===== config.mk =====
export PLATFORM = sky130hd
export DESIGN_NAME = bitwise_unit_pipe
export DESIGN_NICKNAME = d
export VERILOG_FILES = /design/src/rtl/hack_bitwise_pkg.sv /design/src/rtl/bitwise_core.sv /design/src/rtl/bitwise_unit_pipe.sv
export SDC_FILE = /design/constraint.sdc
export NUM_CORES = 1
export LEC_CHECK = 0
export ABC_AREA = 1
export CORE_ASPECT_RATIO = 2
export CORE_MARGIN = 1.5
export CORE_UTILIZATION = 40
export CTS_CLUSTER_DIAMETER = 30
export DETAILED_ROUTE_END_ITERATION = 10
export PLACE_DENSITY_LB_ADDON = 0.2
export SKIP_LAST_GASP = 1
export SYNTH_ARGS = -nofsm -noshare
export SYNTH_HDL_FRONTEND = slang
export SYNTH_SLANG_ARGS = --single-unit

===== constraint.sdc =====
create_clock -name clk -period 2.5 [get_ports clk]
set_input_delay 0.5 -clock clk [delete_from_list [all_inputs] [get_ports clk]]
set_output_delay 0.5 -clock clk [all_outputs]
set_load 0.02 [all_outputs]

===== src/rtl/hack_bitwise_pkg.sv =====
// Shared op codes for the Hack bitwise logic unit and the ALU front end.
// bit_op gives the single-bit truth table for each op.
package hack_bitwise_pkg;

  localparam int OP_W = 3;

  localparam logic [OP_W-1:0] OP_NOT_A  = 3'd0;
  localparam logic [OP_W-1:0] OP_AND    = 3'd1;
  localparam logic [OP_W-1:0] OP_OR     = 3'd2;
  localparam logic [OP_W-1:0] OP_XOR    = 3'd3;
  localparam logic [OP_W-1:0] OP_NAND   = 3'd4;
  localparam logic [OP_W-1:0] OP_NOR    = 3'd5;
  localparam logic [OP_W-1:0] OP_XNOR   = 3'd6;
  localparam logic [OP_W-1:0] OP_PASS_A = 3'd7;

  function automatic logic bit_op(input logic [OP_W-1:0] op, input logic a, input logic b);
    logic r;
    r = a;
    case (op)
      OP_NOT_A:  r = ~a;
      OP_AND:    r = a & b;
      OP_OR:     r = a | b;
      OP_XOR:    r = a ^ b;
      OP_NAND:   r = ~(a & b);
      OP_NOR:    r = ~(a | b);
      OP_XNOR:   r = ~(a ^ b);
      OP_PASS_A: r = a;
      default:   r = a;
    endcase
    return r;
  endfunction

endpackage


===== src/rtl/bitwise_core.sv =====
// Combinational WIDTH-bit bitwise logic core; zr/ng flag outputs exist only
// when BITWISE_UNIT_FLAGS_EN is defined.
module bitwise_core
  import hack_bitwise_pkg::*;
#(
  parameter int WIDTH = 16
) (
  input  logic [WIDTH-1:0] a,
  input  logic [WIDTH-1:0] b,
  input  logic [OP_W-1:0]  op,
  output logic [WIDTH-1:0] y
`ifdef BITWISE_UNIT_FLAGS_EN
  ,
  output logic             zr,
  output logic             ng
`endif
);

  // Each result bit sees only its own operand bits: no carries between lanes.
  genvar gi;
  generate
    for (gi = 0; gi < WIDTH; gi++) begin : g_bit
      assign y[gi] = bit_op(op, a[gi], b[gi]);
    end
  endgenerate

`ifdef BITWISE_UNIT_FLAGS_EN
  assign zr = (y == '0);
  assign ng = y[WIDTH-1];
`endif

endmodule


===== src/rtl/bitwise_unit_pipe.sv =====
// Registered bitwise logic unit with valid/ready ports and a 2-entry output
// buffer. Define BITWISE_UNIT_FLAGS_EN to add per-result out_zr/out_ng.
module bitwise_unit_pipe
  import hack_bitwise_pkg::*;
#(
  parameter int WIDTH = 16,
  parameter int DEPTH = 2
) (
  input  logic             clk,
  input  logic             reset,
  input  logic             in_valid,
  output logic             in_ready,
  input  logic [OP_W-1:0]  in_op,
  input  logic [WIDTH-1:0] in_a,
  input  logic [WIDTH-1:0] in_b,
  output logic             out_valid,
  input  logic             out_ready,
  output logic [WIDTH-1:0] out_data
`ifdef BITWISE_UNIT_FLAGS_EN
  ,
  output logic             out_zr,
  output logic             out_ng
`endif
);

  generate
    if (DEPTH != 2) begin : g_depth_check
      $error("bitwise_unit_pipe: DEPTH must be 2");
    end
  endgenerate

  logic [WIDTH-1:0] core_y;
  logic [WIDTH-1:0] data_mem [0:1];
  logic             head_reg;
  logic             tail_reg;
  logic [1:0]       count_reg;
  logic [1:0]       count_next;
  logic             push;
  logic             pop;

`ifdef BITWISE_UNIT_FLAGS_EN
  logic core_zr;
  logic core_ng;
  logic zr_mem [0:1];
  logic ng_mem [0:1];
`endif

  bitwise_core #(
    .WIDTH(WIDTH)
  ) u_core (
    .a  (in_a),
    .b  (in_b),
    .op (in_op),
    .y  (core_y)
`ifdef BITWISE_UNIT_FLAGS_EN
    ,
    .zr (core_zr),
    .ng (core_ng)
`endif
  );

  // in_ready is a function of buffer state only, so it never loops back from out_ready.
  assign in_ready  = (count_reg != 2'd2);
  assign out_valid = (count_reg != 2'd0);
  assign out_data  = data_mem[head_reg];
  assign push      = in_valid & in_ready;
  assign pop       = out_valid & out_ready;

`ifdef BITWISE_UNIT_FLAGS_EN
  assign out_zr = zr_mem[head_reg];
  assign out_ng = ng_mem[head_reg];
`endif

  always_comb begin
    count_next = count_reg;
    case ({push, pop})
      2'b10:   count_next = count_reg + 2'd1;
      2'b01:   count_next = count_reg - 2'd1;
      default: count_next = count_reg;
    endcase
  end

  // Entries are cleared on reset so out_data reads zero until the first result lands.
  always_ff @(posedge clk) begin
    if (reset) begin
      count_reg <= 2'd0;
      head_reg  <= 1'b0;
      tail_reg  <= 1'b0;
      for (int i = 0; i < 2; i++) begin
        data_mem[i] <= '0;
`ifdef BITWISE_UNIT_FLAGS_EN
        zr_mem[i]   <= 1'b0;
        ng_mem[i]   <= 1'b0;
`endif
      end
    end else begin
      count_reg <= count_next;
      if (push) begin
        data_mem[tail_reg] <= core_y;
`ifdef BITWISE_UNIT_FLAGS_EN
        zr_mem[tail_reg]   <= core_zr;
        ng_mem[tail_reg]   <= core_ng;
`endif
        tail_reg <= ~tail_reg;
      end
      if (pop) begin
        head_reg <= ~head_reg;
      end
    end
  end

endmodule


# Yosys cells after proc, flatten, opt, wreduce, memory -nomap -nowiden
# Memories as Yosys holds them, arrays and structs flattened. A register that Yosys moved wholly into a read port is not among the register bits.
# Cells that the tools add are included.
# classes
n_addsub,2
eq_ne,10
n_mux,27
n_bitwise,116
n_reduce_logical,4
# op_table
cell,n
$pmux 1 s8,16
$not 1->1,66
$and 1x1->1,18
$mux 16,1
$or 1x1->1,16
$reduce_or 16->1,1
$xor 1x1->1,16
$eq 3x3->1 const B,4
$mux 1,9
$eq 3x2->1 const B,2
$pmux 2 s2,1
$reduce_bool 2->1,2
$eq 3x1->1 const B,1
$logic_not 3->1,1
$add 2x1->2 const B,1
$eq 2x1->1 const B,1
$eq 2x2->1 const B,1
$ne 2x2->1 const B,1
$sub 2x1->2 const B,1
# word_totals
register_bits,4
mem_bits_rw,32
output_inout_bits,18
mem_count,1
# memory_table
name,words,width,read_ports,rd_ports_with_merged_regs,write_ports,line_no,text
data_mem,2,16,1,1,2,bitwise_unit_pipe.sv:33,logic [WIDTH-1:0] data_mem [0:1];

# Longest topological paths before layout
# depth
word_depth,7
mapped_depth,10
ltp_nobuf,9

# Hierarchy
# A second synthesis with hierarchy kept.
# unflattened
hier_cells,493
hier_area_um2,3662.3
# modules_own_cells
mod,instances,cells_per_inst,area_each_um2,seq_area_each_um2
bitwise_core,1,353,1956.9,0.0
bitwise_unit_pipe,1,140,1705.4,1061.0

# Least setup slack after synthesis
# OpenSTA, ideal clock, no wires.
# synth_path
path_type,reg2reg
start,register count_reg[0]
end,memory data_mem[0][0] (enable)
arrival_time_ns,1.390
setup_slack_ns,0.738
stages_incl_launch_ff,7
n_path_buf,0
period_less_slack_ns,1.762
cell_sequence,dfxtp_1 -> inv_2 -> nand2_2 -> nand2_2 -> nor3_2 -> inv_1 -> nand2_1
# synth_rtl
element,line_no,text
from (decl),bitwise_unit_pipe.sv:36,logic [1:0] count_reg;
from (signal assigned),bitwise_unit_pipe.sv:97,count_reg <= count_next;
to (decl),bitwise_unit_pipe.sv:33,

==> run summary <==
outcome: complete, no violations
Cells after Synth: 507
Post-Syn Area per Cell: 7.07 um^2
clk root buf: clkbuf_16
Worst Hold Class: reg2reg
pwr/cell area: 516 mW/mm^2
# resized after CTS: 0
clk sink count: 37
crit path launch type: register
endpoints failing setup: 0
Clock transition at path regs: 0.05 ns
final period utilization: 88.9%
Clock Path Buffers: 2
layout cells sized above 1: 9.01%
footprint of the multi-input gates: 0.00192 mm^2
vias per cell: 5.13
Fillers: 879
total track usage: 18.9%
Mapped Nets: 579
Area growth syn-to-layout: 21.6%
Die ar.: 0.00957 mm^2
Synth warnings: 0
pre-CTS setup slack: 0.322 ns
Die Wd: 69.9 um
vias in the first global route: 3322
Max Clock Freq: 0.450 GHz
drt initial violations: 145
max reg flops: 32
H-tree depth: 2
hold buffers post-CTS: 0
placed cell count: 647
core area: 0.00865 mm^2
flops & latches, synth: 37
# DRC: 0
clock latency on the worst-skew pair: 0.28 ns
Synth cell types: 23
I/O pin count: 57
Die H: 137 um
VDD IR-drop max: 259 uV
drt first pass iters: 4
post-synthesis sequential area ratio: 29.6%
Synth Cell Area: 0.00358 mm^2
row cnt: 48
PortBufs: 56
CP Capture Type: output pin
final setup skew: 0.00534 ns
pin count of the biggest net entering global routing: 34
leakage: 2.33 nW
vias: 3360
Routed Wire Length: 8.59 mm
Max Slew Vio Count: 0
total of max-cap violations: 0
antenna diode count: 0
crit-path max FO: 16
routed length per instance: 13.1 um
Arr. time, crit path: 1.72 ns
final hold vios: 0
net count reported at finish: 626
CTS tree: built
Rel. slew slack: 77.7%
dpl hpwl: 6.30 mm
first-pass GRT wire length: 14.7 mm
Final Util: 50.4%
Worst-Margin Slew: 0.334 ns
total gr overflow: 0
Crit path required time: 2.00 ns
initial core utilization: 41.4%
Finished Layout Cells: 655
setup bufs post-CTS: 0
setup ws final: 0.277 ns
RSZ-0062 raised after global routing: no
antenna violations before repair: 0
post-route minimum period: 2.22 ns
Setup Total Neg Slack: 0 ns
register area: 0.00106 mm^2
final RePlAce weighted congestion: 0.868
ANT nets after route: 0
CP Class: reg2out
CTS Buf Count: 5
## final timing paths
| kind | from | endpoint | slack (ns) | cells after the start |
|---|---|---|---|---|
| worst max-delay path | register | out_data[1] | 0.28 | 3 |
| worst min-delay path | head_reg | register | 0.45 | 1 |
| worst max register to register | count_reg[0] | data_mem[0][9] | 0.93 | 7 |
| worst min register to register | head_reg | register | 0.45 | 1 |
## power by group
part | switching [mW] | leakage [nW] | internal (mW)
sequential | 0.0293 | 0.376 | 0.759
clock | 0.220 | 0.0712 | 0.397
combinational | 0.468 | 1.88 | 0.372
total | 0.718 | 2.33 | 1.53
## final cells by class
type,instances,share of cell area (%)
Multi-Input combinational cell,330,44.2
Sequential cell,37,24.4
Timing Repair Buffer,73,16.0
Inverter,107,9.28
Clock buffer,8,3.36
Tap cell,100,2.87
## critical path: stages (launching register included)
cell and delay (ns):
dfxtp_1 0.30, buf_4 0.23, mux2_2 0.38, clkdlybuf4s50_1 0.54
## Yosys cell counts
cell type	number	area share [%]
clkbuf_1	7	0.73
nor3_2	2	0.56
buf_6	1	0.31
nand4_1	65	11
buf_2	10	1.4
nand2_2	2	0.35
ha_1	33	12
nor2_1	49	5.1
xor2_1	1	0.24
inv_2	2	0.21
buf_4	13	2.7
nor2_4	2	0.63
dfxtp_1	5	2.8
nand2_1	104	11
o21ai_0	3	0.42
edfxtp_1	32	27
nand3_1	48	6.7
inv_1	104	11
a21oi_1	4	0.56
nand2_4	1	0.31
inv_4	1	0.17
mux2_2	16	5.0
buf_1	2	0.21
## cells in the final DEF (no fill, tap or decap)
| cell type | count |
|---|---|
| clkbuf_1 | 2 |
| buf_2 | 1 |
| nor2_4 | 2 |
| clkbuf_16 | 5 |
| nand4_1 | 65 |
| clkbuf_8 | 1 |
| mux2_2 | 16 |
| nand2_1 | 104 |
| edfxtp_1 | 32 |
| inv_2 | 2 |
| inv_4 | 1 |
| clkdlybuf4s50_1 | 55 |
| buf_12 | 1 |
| ha_1 | 33 |
| dfxtp_1 | 5 |
| o21ai_0 | 3 |
| nand3_1 | 48 |
| xor2_1 | 1 |
| a21oi_1 | 4 |
| nor3_2 | 2 |
| nor2_1 | 49 |
| inv_1 | 104 |
| nand2_4 | 1 |
| buf_4 | 16 |
| nand2_2 | 2 |
## logic make-up (layout without fill, tap and decap cells)
| logic type | after synthesis | count (layout) | synth area share (%) |
|---|---|---|---|
| flip-flops | 37 | 37 | 29.6 |
| XOR/XNOR | 1 | 1 | 0.245 |
| AND/OR/NAND/NOR | 273 | 273 | 35.9 |
| AO/OA/AOI/OAI | 7 | 7 | 0.978 |
| multiplexers | 16 | 16 | 5.03 |
| buffers and inverters | 140 | 188 | 16.7 |
| adder cells (fa/ha/maj) | 33 | 33 | 11.5 |
## metal layers
layer	routed length, um	share of wire, %	global-route usage, %
met1	3500	41	21.6
met2	4740	55	34.6
met3	210	2.4	0.957
met4	141	1.6	10.6
met5	0	0	0
## stage by stage
stage | power [mW] | instance area (um^2) | hold slack (ns)
floorplan | 1.33 | 3580 | 0.425
global placement | 1.63 | 4210 | 0.437
detailed placement | 1.65 | 4210 | 0.447
CTS | 2.27 | 4360 | 0.454
global route | 2.38 | 4360 | 0.468
finish | 2.25 | 4360 | 0.455
(Power assumes the default switching activity.)
==> edit, RTL diff (same flow settings) <==
The option `BITWISE_UNIT_FLAGS_EN` is turned on by a define.
--- a/src/rtl/bitwise_core.sv
+++ b/src/rtl/bitwise_core.sv
@@ -2,2 +2,4 @@
 // when BITWISE_UNIT_FLAGS_EN is defined.
+`define BITWISE_UNIT_FLAGS_EN
+
 module bitwise_core
Formal check against the unedited RTL (old outputs only; new: out_ng and out_zr): equivalent (equiv_simple and equiv_induct, registers matched by name and starting in step).
==> edit against the unedited design <==
Hold slack worse by 0.0085 ns. Sequential cell count rose by 2. Setup slack got worse by 0.031 ns. Global-route usage increased by 0.61 points. Cell area is 3.7% higher. Synthesized cell count shrank 3.0%. Non-clock buffer count rose by 11. Total power up 9.7%. Utilization grew 2.2 points. First-iteration DRC count is the same. Synthesized area shrank 1.6%. Wire length rose by 4.3%. Critical path type unchanged.
==> edit: results (changes against the unedited design) <==
* Outcome: finished, final reports clean
* Via density per instance at 5.21 (+1.5%)
* Layout Nets at 626 (unchanged)
* Reg2Reg Depth at 8 (+1)
* Port bufs at 58 (+3.6%)
* Crit Path Category: reg2out
* Syn avg cell area at 7.16 sq um (+1.4%)
* Sequential-to-total area share from yosys stat at 0.318 (+0.0220)
* Crit-path max cell delay at 0.54 ns (about the same)
* Syn Nets at 564 (-2.6%)
* Vias at 3411 (+1.5%)
* Share of layout cells above drive strength 1 at 0.101 (+0.0108)
* Worst-Margin Slew at 0.439 ns (+0.105 ns)
* Inserted Diodes at 0 (unchanged)
* Slowest-stage cell, CP: clkdlybuf4s50_1
* Clock root buffer: clkbuf_16
* Total wire length at 8.96 mm (+4.3%)
* Primary FF master, synth: edfxtp_1
* Pwr/cell area at 545 mW/mm^2 (+5.8%)
* First-pass GRT wire length at 15.0 mm (+2.0%)
* Hold Slack at 0.446 ns (-0.00853 ns)
* Largest delay share family, worst path: buffers and inverters
* Post-CTS setup repair buffer count at 0 (unchanged)
* VDD IR max at 0.250 mV (-3.5%)
* DP Cell Count at 647 (unchanged)
* Pre-Repair DR Iteration Count at 4 (unchanged)
* Post-CTS sizing at 0 (unchanged)
* Distinct cells, synth at 21 (-8.7%)
* Capture point of the critical path: out_data[15]
* Fill count at 831 (-5.5%)
* Area contributors post-synth: edfxtp_1, ha_1, nand2_1
* Leakage at 0.00231 uW (-0.91%)
* Number of enable flip-flop cells after synthesis at 34 (+6.3%)
* R2r startpoint: count_reg[0]$_SDFFE_PP0P_
* Initial antenna violation count at 0 (unchanged)
* Fraction of registers with async set/reset at 0 (unchanged)
* GR Util All Layers at 0.195 (+0.00608)
* HPWL after detailed placement at 6.97 mm (+11%)
* H-tree Lvls at 2 (unchanged)
* Worst-path clk slew at 0.05 ns (about the same)
* FF-to-FF setup slack at 0.94 ns
* Rows at 48 (unchanged)
* CP arrival at 1.75 ns (+0.03 ns)
* Post-synth top cells: nand2_1, inv_1, nor2_1
* Internal at 1740 uW (+14%)
* R2r endpoint: data_mem[0][10]$_SDFFCE_PN0P_
* CTS Buffer Depth at 2 (unchanged)
* Iter 0 DRT Violations at 145 (unchanged)
* YS warnings at 0 (unchanged)
* Min-delay worst type: reg2reg
* CP Max Fanout at 17 (+1)
* Number of global-route vias before repair at 3249 (-2.2%)
* Largest register FFs at 32 (unchanged)
* Setup Skew at 0.00445 ns (-0.000892 ns)
* Placer Congestion at 0.875 (+0.82%)
* Clk_lat worst skew at 0.28 ns (about the same)
* CTS Hold Buffers Added at 0 (unchanged)
* Total CTS buffers at 5 (unchanged)
* Largest net degree at the start of global routing at 44 (+29%)
## edit: cell count changes in the layout (fill, tap and decap cells not counted), moves of 7 or more
| cell | change |
|---|---|
| nand2_1 | -10 |
| nand3b_1 | +14 |
| o21ai_0 | +16 |
| inv_1 | -19 |
| nand3_1 | -16 |
| nor2_1 | +17 |
| nand4_1 | -12 |
| buf_4 | +7 |
## edit: worst min path at each step
stage	cells past startpoint	endpoint	start
2_1_floorplan	1	flip-flop	head_reg$_SDFFE_PP0P_
5_1_grt	1	flip-flop	head_reg$_SDFFE_PP0P_
6_report	1	flip-flop	head_reg$_SDFFE_PP0P_
3_3_place_gp	1	head_reg$_SDFFE_PP0P_	head_reg$_SDFFE_PP0P_
4_1_cts	1	flip-flop	head_reg$_SDFFE_PP0P_
3_5_place_dp	1	flip-flop	head_reg$_SDFFE_PP0P_
## edit: area by class of cell
cell class | count | share of cell area
multi-input cells | 337 | 0.431
inverters | 87 | 0.0723
clock inverters | 2 | 0.0133
clock buffers | 6 | 0.0285
repair buffers | 84 | 0.179
well taps | 100 | 0.0277
flip-flops and latches | 39 | 0.248
## edit: per-layer routing
| metal | track usage | vias up | share of wire |
|---|---|---|---|
| li1 | - | 1741 | - |
| met1 | 0.210 | 1570 | 0.37 |
| met2 | 0.378 | 83 | 0.56 |
| met3 | 0.0171 | 17 | 0.033 |
| met4 | 0.0871 | 0 | 0.031 |
| met5 | 0 | - | 0 |
## edit: stage by stage
step | cell area [sq um] | worst slack (ns) | utilization | power, uW
after floorplan | 3520 | 0.630 | - | 1320
after global placement | 4330 | 0.0265 | 0.504 | 1660
after detailed placement | 4330 | -0.0391 | 0.504 | 1670
after CTS | 4520 | 0.223 | 0.526 | 2480
after global routing | 4520 | 0.0394 | 0.526 | 2590
final | 4520 | 0.246 | 0.526 | 2460
## edit: cell families (layout without fill, tap and decap cells)
kind of cell / count (synthesis) / count (layout) / synth area share
compound gates: 24 / 24 / 0.0341
fa+ha+maj: 33 / 33 / 0.117
buf+inv: 116 / 179 / 0.129
flops: 39 / 39 / 0.318
mux: 17 / 17 / 0.0543
simple gates: 263 / 263 / 0.348
## edit: power by group through the flow
stage,Sequential (uW),Combinational [uW],Clock [uW]
floorplan,819,505,0
global placement,822,838,0
detailed placement,827,846,0
CTS,813,850,821
global route,822,927,842
finish,812,841,811
